<file path="src/rtl/ifu_pkg.sv">
// ifu_pkg: shared definitions for the instruction fetch unit.
//   WORD_W, INSTR_BYTES : machine word width and instruction size in bytes
//   RESET_PC_DEFAULT    : default PC loaded on reset
//   ifu_entry_t         : prefetch buffer entry {pc, instr}
//   next_pc / align_word: sequential PC step and word alignment helpers
package ifu_pkg;
  localparam int WORD_W      = 32;
  localparam int INSTR_BYTES = 4;
  localparam logic [WORD_W-1:0] RESET_PC_DEFAULT = 32'h0000_0000;

  typedef struct packed {
    logic [WORD_W-1:0] pc;
    logic [WORD_W-1:0] instr;
  } ifu_entry_t;

  // Sequential fetch step; wraps modulo 2^32 by plain truncation.
  function automatic logic [WORD_W-1:0] next_pc(input logic [WORD_W-1:0] pc);
    return pc + WORD_W'(INSTR_BYTES);
  endfunction

  function automatic logic [WORD_W-1:0] align_word(input logic [WORD_W-1:0] addr);
    return {addr[WORD_W-1:2], 2'b00};
  endfunction
endpackage

</file>
<file path="src/rtl/fetch_buffer.sv">
// fetch_buffer: synchronous FIFO holding prefetched {pc, instr} entries.
// Ports:
//   clk, rst   : clock and synchronous active-high reset
//   push       : write wr_entry at the tail
//   pop        : advance the head
//   flush      : discard all entries (overrides push/pop)
//   wr_entry   : entry to store
//   rd_entry   : registered head entry (zero until the first push after reset)
//   count      : number of valid entries, 0..DEPTH
module fetch_buffer
  import ifu_pkg::*;
#(
  parameter int DEPTH = 4,
  localparam int PTR_W = $clog2(DEPTH),
  localparam int CNT_W = $clog2(DEPTH) + 1
) (
  input  logic             clk,
  input  logic             rst,
  input  logic             push,
  input  logic             pop,
  input  logic             flush,
  input  ifu_entry_t       wr_entry,
  output ifu_entry_t       rd_entry,
  output logic [CNT_W-1:0] count
);

  ifu_entry_t       mem [DEPTH];
  logic [PTR_W-1:0] wr_ptr;
  logic [PTR_W-1:0] rd_ptr;
  logic             loaded;
  logic             do_push;
  logic             do_pop;

  assign do_push = push && !flush;
  assign do_pop  = pop && !flush;

  // Control state: pointers wrap naturally because DEPTH is a power of two.
  always_ff @(posedge clk) begin
    if (rst) begin
      wr_ptr <= '0;
      rd_ptr <= '0;
      count  <= '0;
      loaded <= 1'b0;
    end else if (flush) begin
      wr_ptr <= '0;
      rd_ptr <= '0;
      count  <= '0;
    end else begin
      if (do_push) begin
        wr_ptr <= wr_ptr + PTR_W'(1);
        loaded <= 1'b1;
      end
      if (do_pop) rd_ptr <= rd_ptr + PTR_W'(1);
      case ({do_push, do_pop})
        2'b10:   count <= count + CNT_W'(1);
        2'b01:   count <= count - CNT_W'(1);
        default: count <= count;
      endcase
    end
  end

  // Storage is data only; the head mux below hides it until something is written.
  always_ff @(posedge clk) begin
    if (do_push && !rst) mem[wr_ptr] <= wr_entry;
  end

  assign rd_entry = loaded ? mem[rd_ptr] : '0;

endmodule

</file>
<file path="src/rtl/instruction_fetch_unit.sv">
// instruction_fetch_unit: sequential instruction prefetcher with redirect.
// Optional feature macro: IFU_PERF_COUNT_EN adds the FetchCount output.
// Ports:
//   Clk, Reset   : clock and synchronous active-high reset
//   Address      : word-aligned fetch address (current PC) to instruction memory
//   Instruction  : combinational read data for Address
//   Redirect     : flush buffer and restart fetch at RedirectAddr
//   RedirectAddr : new fetch address (low two bits ignored)
//   InstrValid   : buffer head holds a valid instruction
//   InstrReady   : consumer accepts the head this cycle
//   InstrOut     : instruction at buffer head
//   InstrPC      : fetch address of InstrOut
//   FetchCount   : accepted-instruction counter (IFU_PERF_COUNT_EN only)
module instruction_fetch_unit
  import ifu_pkg::*;
#(
  parameter int                DEPTH    = 4,
  parameter logic [WORD_W-1:0] RESET_PC = RESET_PC_DEFAULT
) (
  input  logic              Clk,
  input  logic              Reset,
  output logic [WORD_W-1:0] Address,
  input  logic [WORD_W-1:0] Instruction,
  input  logic              Redirect,
  input  logic [WORD_W-1:0] RedirectAddr,
  output logic              InstrValid,
  input  logic              InstrReady,
  output logic [WORD_W-1:0] InstrOut,
`ifdef IFU_PERF_COUNT_EN
  output logic [WORD_W-1:0] InstrPC,
  output logic [WORD_W-1:0] FetchCount
`else
  output logic [WORD_W-1:0] InstrPC
`endif
);

  localparam int CNT_W = $clog2(DEPTH) + 1;

  logic [WORD_W-1:0] pc;
  logic [CNT_W-1:0]  count;
  logic              full;
  logic              pop;
  logic              push;
  ifu_entry_t        wr_entry;
  ifu_entry_t        rd_entry;

  assign Address    = align_word(pc);
  assign full       = (count == CNT_W'(DEPTH));
  // A pending redirect hides the head so stale instructions never escape.
  assign InstrValid = (count != '0) && !Redirect;
  assign pop        = InstrValid && InstrReady;
  // At full, a same-cycle pop frees the slot the push lands in.
  assign push       = !Redirect && (!full || pop);

  assign wr_entry = '{pc: Address, instr: Instruction};
  assign InstrOut = rd_entry.instr;
  assign InstrPC  = rd_entry.pc;

  always_ff @(posedge Clk) begin
    if (Reset)         pc <= align_word(RESET_PC);
    else if (Redirect) pc <= align_word(RedirectAddr);
    else if (push)     pc <= next_pc(Address);
  end

  fetch_buffer #(
    .DEPTH(DEPTH)
  ) u_fetch_buffer (
    .clk     (Clk),
    .rst     (Reset),
    .push    (push),
    .pop     (pop),
    .flush   (Redirect),
    .wr_entry(wr_entry),
    .rd_entry(rd_entry),
    .count   (count)
  );

`ifdef IFU_PERF_COUNT_EN
  always_ff @(posedge Clk) begin
    if (Reset)    FetchCount <= '0;
    else if (pop) FetchCount <= FetchCount + WORD_W'(1);
  end
`endif

endmodule

</file>
<file path="config.mk">
export PLATFORM = sky130hd
export DESIGN_NAME = instruction_fetch_unit
export DESIGN_NICKNAME = d
export VERILOG_FILES = /design/src/rtl/ifu_pkg.sv /design/src/rtl/fetch_buffer.sv /design/src/rtl/instruction_fetch_unit.sv
export SDC_FILE = /design/constraint.sdc
export NUM_CORES = 1
export LEC_CHECK = 0
export BUFFER_PORTS_ARGS = -buffer_cell sky130_fd_sc_hd__buf_2
export CAP_MARGIN = 20
export CORE_ASPECT_RATIO = 1.75
export CORE_MARGIN = 2
export CORE_UTILIZATION = 60
export CTS_CLUSTER_DIAMETER = 50
export DETAILED_ROUTE_END_ITERATION = 6
export HOLD_SLACK_MARGIN = 0.15
export PLACE_DENSITY = 0.91
export SYNTH_ARGS = -nofsm -noshare
export SYNTH_HDL_FRONTEND = slang
export SYNTH_SLANG_ARGS = --single-unit
export TNS_END_PERCENT = 50
</file>
<file path="constraint.sdc">
create_clock -name Clk -period 5.74 [get_ports Clk]
set_clock_uncertainty 0.05 [all_clocks]
set_input_delay 1.148 -clock Clk [delete_from_list [all_inputs] [get_ports Clk]]
set_output_delay 1.148 -clock Clk [all_outputs]
set_load 0.02 [all_outputs]
</file>
=== Word-level counts from Yosys, hierarchy flattened ===
Memory sizes are Yosys's and may differ from the RTL's. A register that Yosys moved wholly into a read port is not among the register bits.
Index checks and enable logic that the tools add are counted.
W data, S select, Z words.

* Muxes and demuxes: 8
* $lt $le $gt $ge: 0
* Add/sub/neg operators: 5
* Shifts and indexed selects: 0
* Div/mod/pow operators: 0
* Multiply operators: 0
* Reduce and logical (&&, ||, !) cells: 15
* Bitwise logic cells: 1
* Eq/ne operators: 3

{| class="wikitable"
|+ Operators with widths
! kind !! number
|-
| $mux W32 || 2
|-
| $mux W64 || 1
|-
| $add A32 B3 Y32 const B || 1
|-
| $logic_and A1 B1 Y1 || 6
|-
| $pmux W3 S2 || 1
|-
| $add A2 B1 Y2 const B || 2
|-
| $mux W2 || 2
|-
| $reduce_bool A2 Y1 || 2
|-
| $add A3 B1 Y3 const B || 1
|-
| $eq A3 B3 Y1 const B || 1
|-
| $logic_not A1 Y1 || 3
|-
| $reduce_bool A3 Y1 || 1
|-
| $sub A3 B1 Y3 const B || 1
|-
| $eq A2 B1 Y1 const B || 1
|-
| $eq A2 B2 Y1 const B || 1
|-
| $mux W1 || 2
|-
| $reduce_and A2 Y1 || 1
|-
| $reduce_or A2 Y1 || 1
|-
| $logic_or A1 B1 Y1 || 1
|-
| $not A1 Y1 || 1
|}

* Output and inout port bits: 97
* Bits in latches: 0
* Memories kept: 1
* Input bits: 68
* Bits in registers: 40
* Memory bits (read-only): 0
* Memory bits (writable): 248

{| class="wikitable"
|+ Memories
! memory !! depth !! bits a word !! read ports !! clocked after memory_dff !! write ports !! line !! RTL
|-
| u_fetch_buffer.mem || 4 || 62 || 1 || 1 || 1 || fetch_buffer.sv:27 || <nowiki>ifu_entry_t mem [DEPTH];</nowiki>
|}

=== Depth between registers and ports, before layout ===
Gate-level depths: netlist of the first run.

* Depth in word-level cells: 9
* Gate-level depth with buffers: 9

=== Hierarchy ===
From an unflattened synthesis of the first run, not the netlist that was laid out.

* Cell total of the unflattened synthesis: 666
* Area, all modules: 12055.3 um2

{| class="wikitable"
|+ Modules (own cells, without submodules)
! module !! cells each !! instances !! area each (um2)
|-
| fetch_buffer || 452 || 1 || 10197.3
|-
| instruction_fetch_unit || 214 || 1 || 1858.0
|}

=== Worst setup path after synthesis of the first run ===
Ideal clock, no wire load.

* Path type: input to register
* From: in Redirect
* To: mem u_fetch_buffer.mem[0][0] in the netlist's numbering, enable pin
* Stages on the path: 4
* Setup slack: 1890 ps
* Data arrival time: 3373 ps
* Path buffers: 1
* Setup time: 426 ps
* Data required time: 5264 ps
* Path through: or2_1 -> nor2_1 -> clkbuf_1 -> and2_1

* Longest elaborated chain between the ends: 9

{| class="wikitable"
|+ RTL lines
! item !! line !! RTL
|-
| start, declared || instruction_fetch_unit.sv:24 || <nowiki>input logic Redirect,</nowiki>
|-
| $logic_not A1 Y1 (*) || fetch_buffer.sv:34, instruction_fetch_unit.sv:50, instruction_fetch_unit.sv:53 ||
|-
| $logic_and A1 B1 Y1 || instruction_fetch_unit.sv:50 || <nowiki>assign InstrValid = (count != '0) && !Redirect;</nowiki>
|-
| $logic_and A1 B1 Y1 || instruction_fetch_unit.sv:51 || <nowiki>assign pop = InstrValid && InstrReady;</nowiki>
|-
| $logic_or A1 B1 Y1 || instruction_fetch_unit.sv:53 || <nowiki>assign push = !Redirect && (!full || pop);</nowiki>
|-
| $logic_and A1 B1 Y1 || instruction_fetch_unit.sv:53 ||
|-
| $logic_and A1 B1 Y1 (*) || fetch_buffer.sv:34 || <nowiki>assign do_push = push && !flush;</nowiki>
|-
| $logic_and A1 B1 Y1 (*) || fetch_buffer.sv:64 || <nowiki>if (do_push && !rst) mem[wr_ptr] <= wr_entry;</nowiki>
|-
| $mux W1 (*) || fetch_buffer.sv:64 ||
|-
| $mux W1 (implied by the code) (*) || fetch_buffer.sv:64 ||
|-
| end, declared || fetch_buffer.sv:27 ||
|}

Every way passes the cells marked *; elsewhere a longest branch is shown, timed or not.

==> results of run 1 <==
[worst max path at each step]
stage	startpoint	slack [ps]	to
global route	register	1810	InstrPC[19]
global placement	Reset	1700	u_fetch_buffer.mem[0][23]
finish	register	1910	InstrPC[26]
floorplan	Redirect	1890	u_fetch_buffer.mem[0][0]
CTS	register	1850	InstrPC[26]
detailed placement	Reset	1650	u_fetch_buffer.mem[2][23]
[flip-flops by register name, indices dropped and copies added (netlist names), named ones only]
name,count
u_fetch_buffer.rd_ptr,2
u_fetch_buffer.mem,248
u_fetch_buffer.count,3
u_fetch_buffer.wr_ptr,2
pc,30
u_fetch_buffer.loaded,1
[worst reg2reg max path, stage by stage, from the launching register on]
cell     delay, ps
dfxtp_1        440
nor4b_2        160
nor2_1         740
and2_4         850
[layout make-up]
type	instances	area [µm²]	share of cell area, %
diodes	1	2.50	0.0185
clock buffers	32	662	4.89
clock inverters	12	136	1.01
inverters	8	30.0	0.222
multi-input cells	349	3300	24.4
flip-flops and latches	288	8250	61.0
well taps	241	302	2.23
repair buffers	162	833	6.16
[report_power, final]
part	leakage, nW	total, mW	switching, mW	internal [mW]
clock network	0.390	1.63	0.684	0.948
registers	2.61	2.38	0.0538	2.33
logic	1.61	0.269	0.162	0.107
[cells by family after synthesis]
logic type | count (synthesis)
and+or+nand+nor | 188
xor gates and xnor gates | 14
other | 1
AOI/OAI and AO/OA | 74
muxes | 62
adders and majority gates | 7
buffers and inverters | 52
DFF | 288
[placed cells by master, fill, tap and decap left out, types with 10 or more instances in the layout]
cell	count
dfxtp_1	37
o211ai_1	11
nand2_1	14
a31oi_1	14
or3_1	16
and2_1	77
edfxtp_1	248
or4_1	10
buf_2	158
clkbuf_16	25
nor2_1	25
mux4_2	62
[per-layer routing]
metal	vias to the layer above	GRT usage (%)	wire, µm
met1	3318	28.9	8940
met4	0	6.62	440
met2	225	38.7	12200
met3	36	2.75	1200
met5	-	0	0
li1	3028	-	-
==> metrics.md, run 1 <==
| Metric | Value |
|---|---|
| Status | finished clean |
| Max_slew headroom | a little over a third |
| Yosys synthesis warning count | 0 |
| CTS Root Cell | clkbuf_16 |
| Routed WL per cell | ~21 µm |
| Number of flops mapped to enable cells by yosys | ~250 |
| Die Area | 0.0208 mm² |
| Cts bufs inserted | 24 |
| Setup-failing EPs final | 0 |
| Crit-path cells | buf_4, mux4_2, and2_1, buf_2 |
| Post-Route Utilization | 70.4% |
| Flops & latches, synth | approximately 290 |
| CTS tree | built |
| Max Slew Vio Count | 0 |
| Dpl hpwl | ~14000 µm |
| Commonest cells in the synthesized netlist | edfxtp_1, and2_1, mux4_2, dfxtp_1, clkbuf_1 |
| Global route overflow | 0 |
| CP Launch Type | register |
| Worst slew pin tran | just under 1000 ps |
| Tcrit/Tclk final | between 60% and 70% |
| CP peak stage delay | about 700 ps |
| Clock buffer depth | 3 |
| Most common cell in the netlist | edfxtp_1 |
| FF-to-FF End | u_fetch_buffer.mem[2][36] |
| WP buf/inv | 2 |
| Area grow syn2layout | 15.0% |
| Via/cell ratio | a little over 6 |
| DR pass1 iterations | 5 |
| HP Start | u_fetch_buffer.wr_ptr[1] |
| Worst path required time | 4540 ps |
| R2R Path Start | u_fetch_buffer.count[0] |
| CP max stage cell | dfxtp_2 |
| Post-Synth Simple-Gate Area | about a tenth |
| Arrival time at the worst endpoint | 2630 ps |
| Yosys top cell by area | edfxtp_1 |
| Wirelength, routed | around 23000 µm |
| Nets | 908 |
| PD cells | between 300 and 400 mW/mm² |
| P_leak | 4.60 nW |
| # IOs | 165 |
| Final instance area | approximately 0.014 mm² |
| Dpl cell area | between 0.01 and 0.015 mm² |
| Vias in the first global route | 6502 |
| Number of remaining DRC errors | 0 |
| Clock Sinks | 288 |
| Hold violation total from the final report | 0 |
| Port Buffers | about 160 |
| Die Span X | 110 µm |
| Top post-synthesis cells by area | edfxtp_1, mux4_2, dfxtp_1 |
| Core ar. | approximately 0.019 mm² |
| Worst Setup End Kind | output port |
| Placement Setup Slack | between 1500 and 2000 ps |
| Hold Crit Depth | 2 |
| RSZ-0062 raised after global routing | no |
| Post-synth top area share | 63.3% |
| Row count | 67 |
| Crit-path leading delay family | buffers and inverters |
| Max IR drop VDD | around 250 µV |
| Sequential area share after synthesis | a little over two thirds |
| Skew-Pair Late Insertion Delay | roughly 500 ps |
| Placed cells | ~1000 |
| Cts repair resizes | 0 |
| Fin Hold WS | about 470 ps |
| Cell Area, Synth | 0.0118 mm² |
| Min cycle time layout | 3830 ps |
| Synth async-reset ratio | 0% |
| Overall Global Routing Usage | approximately 22% |
| Hold worst-path end | u_fetch_buffer.wr_ptr[1] |
| Reg-to-reg setup timing slack | roughly 3000 ps |
| Hold Crit Class | reg -> reg |
| Die Ht | 189 µm |
| Hold_buf cts | 0 |
| Max Cap Viol | 0 |
| Iter 0 DRT Violations | between 400 and 500 |
| Initial Utilization | 61.3% |
| Avg Synthesized Cell Area | 17.1 µm² |
| WS Path Type | reg -> out |
| Global placer's final weighted congestion | 0.827 |
| Synth Area in Compound Gates | 4.49% |
| Cells after synthesis | 686 |
| Max FO, Critical Path | 41 |
| Ys flop type | edfxtp_1 |
| Fin Setup TNS | 0 ps |
| Final worst-path setup slack | around 1900 ps |
| Post-synthesis adder-cell area fraction | less than 1% |
| Critical Path Stages | 4 |
| Layout cell share with drive strength beyond 1 | approximately 32% |
| Post-synthesis xor/xnor area fraction | 1.04% |
| Yosys cell types | between 50 and 60 |
| Largest family of logic cells by synthesized area | multiplexers |
| Largest net degree at the start of global routing | 64 |
| Fmax | 261 MHz |
| DRT antenna net count | 0 |
| Global-route wire length before repair | about 35000 µm |
| Via count | approximately 6600 |
| H-tree Lvls | 1 |
| Initial antenna violation count | 1 |
| Mux share of post-synthesis cell area | between 10% and 20% |
| R2R depth | 3 |
| Setup Fix Bufs, Post-CTS | 0 |
| Fillers | approximately 1200 |
| Layout Cells excl Fill | between 1000 and 1500 |
| Total power | 4.28 mW |
| Clk pin slew, worst setup/hold paths | around 60 ps |
Note: power is estimated with default switching activity, not from simulation.
==> inputs of run 2 (changes only) <==
CORE_UTILIZATION = 57   (was 60)
PLACE_DENSITY = 0.87   (was 0.91)
clock period = 3.63 ns   (was 5.74 ns; I/O delays follow)
==> metrics.md, run 2 (synthesized netlist as in run 1, its figures left out) <==
| Metric | Value |
|---|---|
| Min cycle time layout | ~3000 ps |
| Crit-path leading delay family | buffers and inverters |
| WP buf/inv | 2 (unchanged) |
| Fmax | about 330 MHz |
| Dpl hpwl | 14600 µm (+5.3%) |
| Placement Setup Slack | 712 ps (-943 ps) |
| Clock buffer depth | 3 (unchanged) |
| Final instance area | 0.0137 mm² (+1.2%) |
| Via/cell ratio | 6.07 (+0.49%) |
| Worst path required time | 2850 ps (-1690 ps) |
| Layout cell share with drive strength beyond 1 | 33.4% (+1.1 points) |
| Setup Fix Bufs, Post-CTS | 0 (unchanged) |
| CP peak stage delay | 560 ps (-160 ps) |
| Fillers | 1348 (+12%) |
| Dpl cell area | 0.0129 mm² (+1.2%) |
| Vias in the first global route | 6916 (+6.4%) |
| H-tree Lvls | 1 (unchanged) |
| CTS tree | built |
| Iter 0 DRT Violations | 382 (-10%) |
| Max IR drop VDD | 450 µV (+82%) |
| # IOs | 165 (unchanged) |
| Largest register FFs | 248 (unchanged) |
| Routed WL per cell | 21.2 µm (+1.7%) |
| PD cells | 503 mW/mm² (+59%) |
| Largest net degree at the start of global routing | 63 (-1.6%) |
| Cts bufs inserted | 24 (unchanged) |
| RSZ-0062 raised after global routing | no |
| Row count | 69 (+3.0%) |
| Initial Utilization | 58.0% (-3.3 points) |
| Global route overflow | 0 (unchanged) |
| Top reg by flops | u_fetch_buffer.mem |
| Wirelength, routed | 23600 µm (+3.4%) |
| Clk pin slew, worst setup/hold paths | 70 ps (about the same) |
| Global placer's final weighted congestion | 0.824 (-0.42%) |
| Fin Setup TNS | 0 ps (unchanged) |
| Clock Sinks | 288 (unchanged) |
| Max Slew Vio Count | 0 (unchanged) |
| Final worst-path setup slack | 633 ps (-1280 ps) |
| Sw Ratio | 21.5% (+0.49 points) |
| Max_slew headroom | 30.9% (-4.1 points) |
| Most common cell after layout, fill and taps aside | edfxtp_1 |
| P_leak | 4.66 nW (+1.3%) |
| Nets | 919 (+1.2%) |
| Die Ht | 194 µm (+2.5%) |
| WS Path Type | reg -> out |
| DRT antenna net count | 0 (unchanged) |
| Clock power frac | 39.0% (+0.9 points) |
| Area grow syn2layout | 16.4% |
| Tcrit/Tclk final | between 80% and 90% |
| Max FO, Critical Path | 62 (+51%) |
| Number of remaining DRC errors | 0 (unchanged) |
| Cts repair resizes | 0 (unchanged) |
| Setup-failing EPs final | 0 (unchanged) |
| Global-route wire length before repair | 37100 µm (+5.5%) |
| Initial antenna violation count | 1 (unchanged) |
| Pint | 5.41 mW (+60%) |
| Reg power frac | 54.6% (-1.0 points) |
| Overall Global Routing Usage | 21.5% (-0.67 points) |
| Hold_buf cts | 0 (unchanged) |
| Worst Setup End Kind | output port |
| Most frequent cells in the layout | edfxtp_1, buf_2, and2_1, mux4_2, dfxtp_1 |
| Max Cap Viol | 0 (unchanged) |
| Largest registers | u_fetch_buffer.mem x248, pc x30, u_fetch_buffer.count x3 |
| Die Span X | 113 µm (+2.5%) |
| Total power | 6.89 mW (+61%) |
| Combinational group share of total power | 6.4% (about the same) |
| Via count | 6749 (+2.1%) |
| Core ar. | 0.0203 mm² (+5.7%) |
| Hold violation total from the final report | 0 (unchanged) |
| CP max stage cell | mux4_2 |
| CTS Root Cell | clkbuf_16 |
| Worst slew pin tran | 1030 ps (+59.1 ps) |
| Arrival time at the worst endpoint | 2220 ps (-410 ps) |
| CP Launch Type | register |
| Status | finished clean |
| Crit-path cells | buf_12, mux4_2, and2_1, buf_2 |
| Die Area | 0.0218 mm² (+5.1%) |
| Skew-Pair Late Insertion Delay | 510 ps (about the same) |
| Port Buffers | 158 (unchanged) |
| Hold Crit Class | in -> reg |
| Switching power total | 1.48 mW (+65%) |
| Fin Hold WS | 376 ps (-93.3 ps) |
| DR pass1 iterations | 4 (-1) |
==> run 2: final timing paths <==
kind,startpoint,end,slack (ps),cells past startpoint
worst max-delay path,register,InstrPC[30],630,4
worst min-delay path,Instruction[20],u_fetch_buffer.mem[3][20],380,1
worst max register to register,u_fetch_buffer.count[0],u_fetch_buffer.mem[0][38],1110,4
worst min register to register,u_fetch_buffer.wr_ptr[1],u_fetch_buffer.wr_ptr[1],470,2
==> run 2: metrics by stage <==
step / util [%] / instances
2_1_floorplan: - / 689
3_3_place_gp: 63.4 / 1066
3_5_place_dp: 63.4 / 1066
4_1_cts: 67.5 / 1110
5_1_grt: 67.5 / 1111
6_report: 67.5 / 1111
==> run 2: metal layers <==
| layer | vias to the layer above | GRT usage [%] | part of all wire (%) |
|---|---|---|---|
| li1 | 3060 | - | - |
| met1 | 3408 | 26.8 | 38 |
| met2 | 245 | 39.0 | 54 |
| met3 | 36 | 2.41 | 5.0 |
| met4 | 0 | 7.14 | 2.5 |
| met5 | - | 0 | 0 |
==> run 2: layout make-up <==
cell class	count	area (µm²)	share of cell area [%]
flip-flops and latches	288	8260	60.3
multi-input cells	349	3300	24.1
repair buffers	173	953	6.96
clock buffers	29	641	4.68
well taps	248	310	2.27
clock inverters	15	195	1.43
inverters	8	30.0	0.219
diodes	1	2.50	0.0183
==> run 2: power groups by stage <==
stage	clock network [mW]	registers, mW	logic [mW]
final	2.69	3.76	0.440
after global routing	2.85	3.77	0.474
after CTS	2.73	3.76	0.445
after detailed placement	0	3.83	0.443
after global placement	0	3.82	0.433
after floorplan	0	3.83	0.247
==> inputs of run 3 (changes only) <==
clock period = 2.9 ns   (was 3.63 ns; I/O delays follow)
==> metrics.md, run 3 (synthesized netlist as in run 1, its figures left out) <==
| Metric | Value |
|---|---|
| Die Ht | 194 µm (unchanged) |
| Overall Global Routing Usage | 21.6% (+0.078 points) |
| Cts bufs inserted | 25 (+4.2%) |
| PD cells | 605 mW/mm² (+20%) |
| Hold_buf cts | 0 (unchanged) |
| # IOs | 165 (unchanged) |
| Global routing's busiest layer | met2 |
| CTS Root Cell | clkbuf_16 |
| Reg-to-reg setup timing slack | 430 ps (-680 ps) |
| Fillers | 1329 (-1.4%) |
| GR Util met1 | 26.9% (+0.14 points) |
| Clock buffer depth | 3 (unchanged) |
| Reg power frac | 56.4% (+1.8 points) |
| Number of remaining DRC errors | 0 (unchanged) |
| Dpl cell area | 0.0130 mm² (+1.1%) |
| Dpl hpwl | 15100 µm (+3.5%) |
| Hold Crit Depth | 1 (unchanged) |
| Top reg by flops | u_fetch_buffer.mem |
| DR pass1 iterations | 5 (+1) |
| Pint | 6.51 mW (+20%) |
| CP Launch Type | register |
| Port Buffers | 158 (unchanged) |
| Setup-failing EPs final | 0 (unchanged) |
| CTS tree | built |
| Status | finished clean |
| Iter 0 DRT Violations | 446 (+17%) |
| Global-route wire length before repair | 36900 µm (-0.54%) |
| Via/cell ratio | 6.10 (+0.35%) |
| FF-to-FF End | u_fetch_buffer.count[2] |
| Critical Path Stages | 4 (unchanged) |
| Largest register FFs | 248 (unchanged) |
| Initial Utilization | 58.0% (unchanged) |
| Switching power total | 1.83 mW (+23%) |
| Max IR drop VDD | 545 µV (+21%) |
| Largest net degree at the start of global routing | 45 (-29%) |
| Nets | 929 (+1.1%) |
| Sw Ratio | 21.9% (+0.40 points) |
| Max FO, Critical Path | 30 (-52%) |
| CP max stage cell | dfxtp_4 |
| R2R Path Start | u_fetch_buffer.count[0] |
| Routed WL per cell | 21.1 µm (-0.51%) |
| Worst Setup End Kind | output port |
| Via count | 6815 (+0.98%) |
| Most frequent cells in the layout | edfxtp_1, buf_2, and2_1, mux4_2, dfxtp_1 |
| Crit-path cells | buf_4, mux4_2, and2_1, buf_2 |
| Crit-path leading delay family | flip-flops |
| Max Slew Vio Count | 0 (unchanged) |
| Grt met3 use | 2.66% (+0.25 points) |
| Worst Setup EP | InstrPC[6] |
| Vias in the first global route | 6914 (-0.029%) |
| Clk pin slew, worst setup/hold paths | 70 ps (about the same) |
| WP buf/inv | 2 (unchanged) |
| Arrival time at the worst endpoint | 2110 ps (-110 ps) |
| Global route overflow | 0 (unchanged) |
| WS Path Type | reg -> out |
| DRT antenna net count | 0 (unchanged) |
| Wirelength, routed | 23600 µm (+0.11%) |
| Final instance area | 0.0138 mm² (+0.58%) |
| Die Span X | 113 µm (unchanged) |
| Tcrit/Tclk final | between 90% and 100% |
| Max_slew headroom | 35.7% (+4.7 points) |
| Worst slew pin tran | 963 ps (-70.5 ps) |
| Min cycle time layout | between 2000 and 3000 ps |
| R2R depth | 8 (+4) |
| Skew-Pair Late Insertion Delay | 520 ps (about the same) |
| H-tree Lvls | 1 (unchanged) |
| Core ar. | 0.0203 mm² (unchanged) |
| Combinational group share of total power | 6.9% (+0.5 points) |
| Layout cell share with drive strength beyond 1 | 33.6% (+0.19 points) |
| Die Area | 0.0218 mm² (unchanged) |
| Area grow syn2layout | 17.1% |
| Max Cap Viol | 0 (unchanged) |
| Global placer's final weighted congestion | 0.789 (-4.2%) |
| Clock Sinks | 288 (unchanged) |
| Largest registers | u_fetch_buffer.mem x248, pc x30, u_fetch_buffer.count x3 |
| Total power | 8.34 mW (+21%) |
| Hold violation total from the final report | 0 (unchanged) |
| P_leak | 4.71 nW (+0.92%) |
| Clock power frac | 36.8% (-2.2 points) |
| Row count | 69 (unchanged) |
| Worst path required time | 2270 ps (-580 ps) |
| Hold Crit Class | in -> reg |
| CP peak stage delay | 660 ps (+100 ps) |
| Fmax | around 370 MHz |
| Cts repair resizes | 0 (unchanged) |
| Most common cell after layout, fill and taps aside | edfxtp_1 |
| Met2 Use GR | 38.3% (-0.69 points) |
| Initial antenna violation count | 1 (unchanged) |
| RSZ-0062 raised after global routing | no |
run 3: cell count changes in the layout (fill, tap and decap cells not counted), sizes merged:
cell | previous run | this run
clkinv | 4 | 7
clkinvlp | 7 | 3
inv | 8 | 9
bufinv | 4 | 1
clkbuf | 29 | 30
buf | 173 | 182
run 3: what timing repair did:
action / CTS / global route
setup endpoints to repair: 11 / 0
hold endpoints to repair: 0 / 0
buffers inserted: 1 / 0
run 3: layout make-up:
type | count | area, µm² | share of cell area (%)
Tap cell | 248 | 310 | 2.25
Multi-Input combinational cell | 349 | 3300 | 24.0
Timing Repair Buffer | 182 | 1120 | 8.14
Inverter | 8 | 30.0 | 0.218
Clock buffer | 30 | 644 | 4.68
Antenna cell | 1 | 2.50 | 0.0182
Clock inverter | 12 | 104 | 0.754
Sequential cell | 288 | 8260 | 59.9
run 3: power by group through the flow:
stage | registers, mW | clock network, mW | logic, mW
2_1_floorplan | 4.80 | 0 | 0.309
3_3_place_gp | 4.78 | 0 | 0.564
3_5_place_dp | 4.79 | 0 | 0.575
4_1_cts | 4.70 | 3.12 | 0.581
5_1_grt | 4.71 | 3.26 | 0.617
6_report | 4.70 | 3.06 | 0.574
run 3: stage by stage:
stage	instances	TNS (ps)	setup slack, ps	hold WS, ps	utilization [%]
2_1_floorplan	689	-47300	-381	415	-
3_3_place_gp	1074	0	304	429	64.1
3_5_place_dp	1074	0	290	442	64.1
4_1_cts	1117	0	120	201	67.9
5_1_grt	1118	0	75.8	208	67.9
6_report	1118	0	161	223	67.9
run 3: worst register-to-register path, stage by stage, from the launching register on:
cell,delay (ps)
dfxtp_1,370
or3b_1,540
o21ai_0,210
ha_1,210
inv_1,70
fa_1,370
xor2_1,150
or3_1,300
a21oi_1,140
run 3: how the worst min path moves through the flow:
stage | from | to | slack (ps)
floorplan | u_fetch_buffer.wr_ptr[1] | u_fetch_buffer.wr_ptr[1] | 410
global placement | u_fetch_buffer.wr_ptr[1] | u_fetch_buffer.wr_ptr[1] | 430
detailed placement | u_fetch_buffer.wr_ptr[1] | u_fetch_buffer.wr_ptr[1] | 440
CTS | Instruction[14] | u_fetch_buffer.mem[2][14] | 200
global route | Instruction[27] | u_fetch_buffer.mem[1][27] | 210
finish | Instruction[27] | u_fetch_buffer.mem[1][27] | 220
run 3: routing by layer:
metal / up-vias / part of all wire [%]
met5: - / 0
met4: 0 / 3.9
met1: 3386 / 38
li1: 3073 / -
met3: 53 / 5.8
met2: 303 / 53
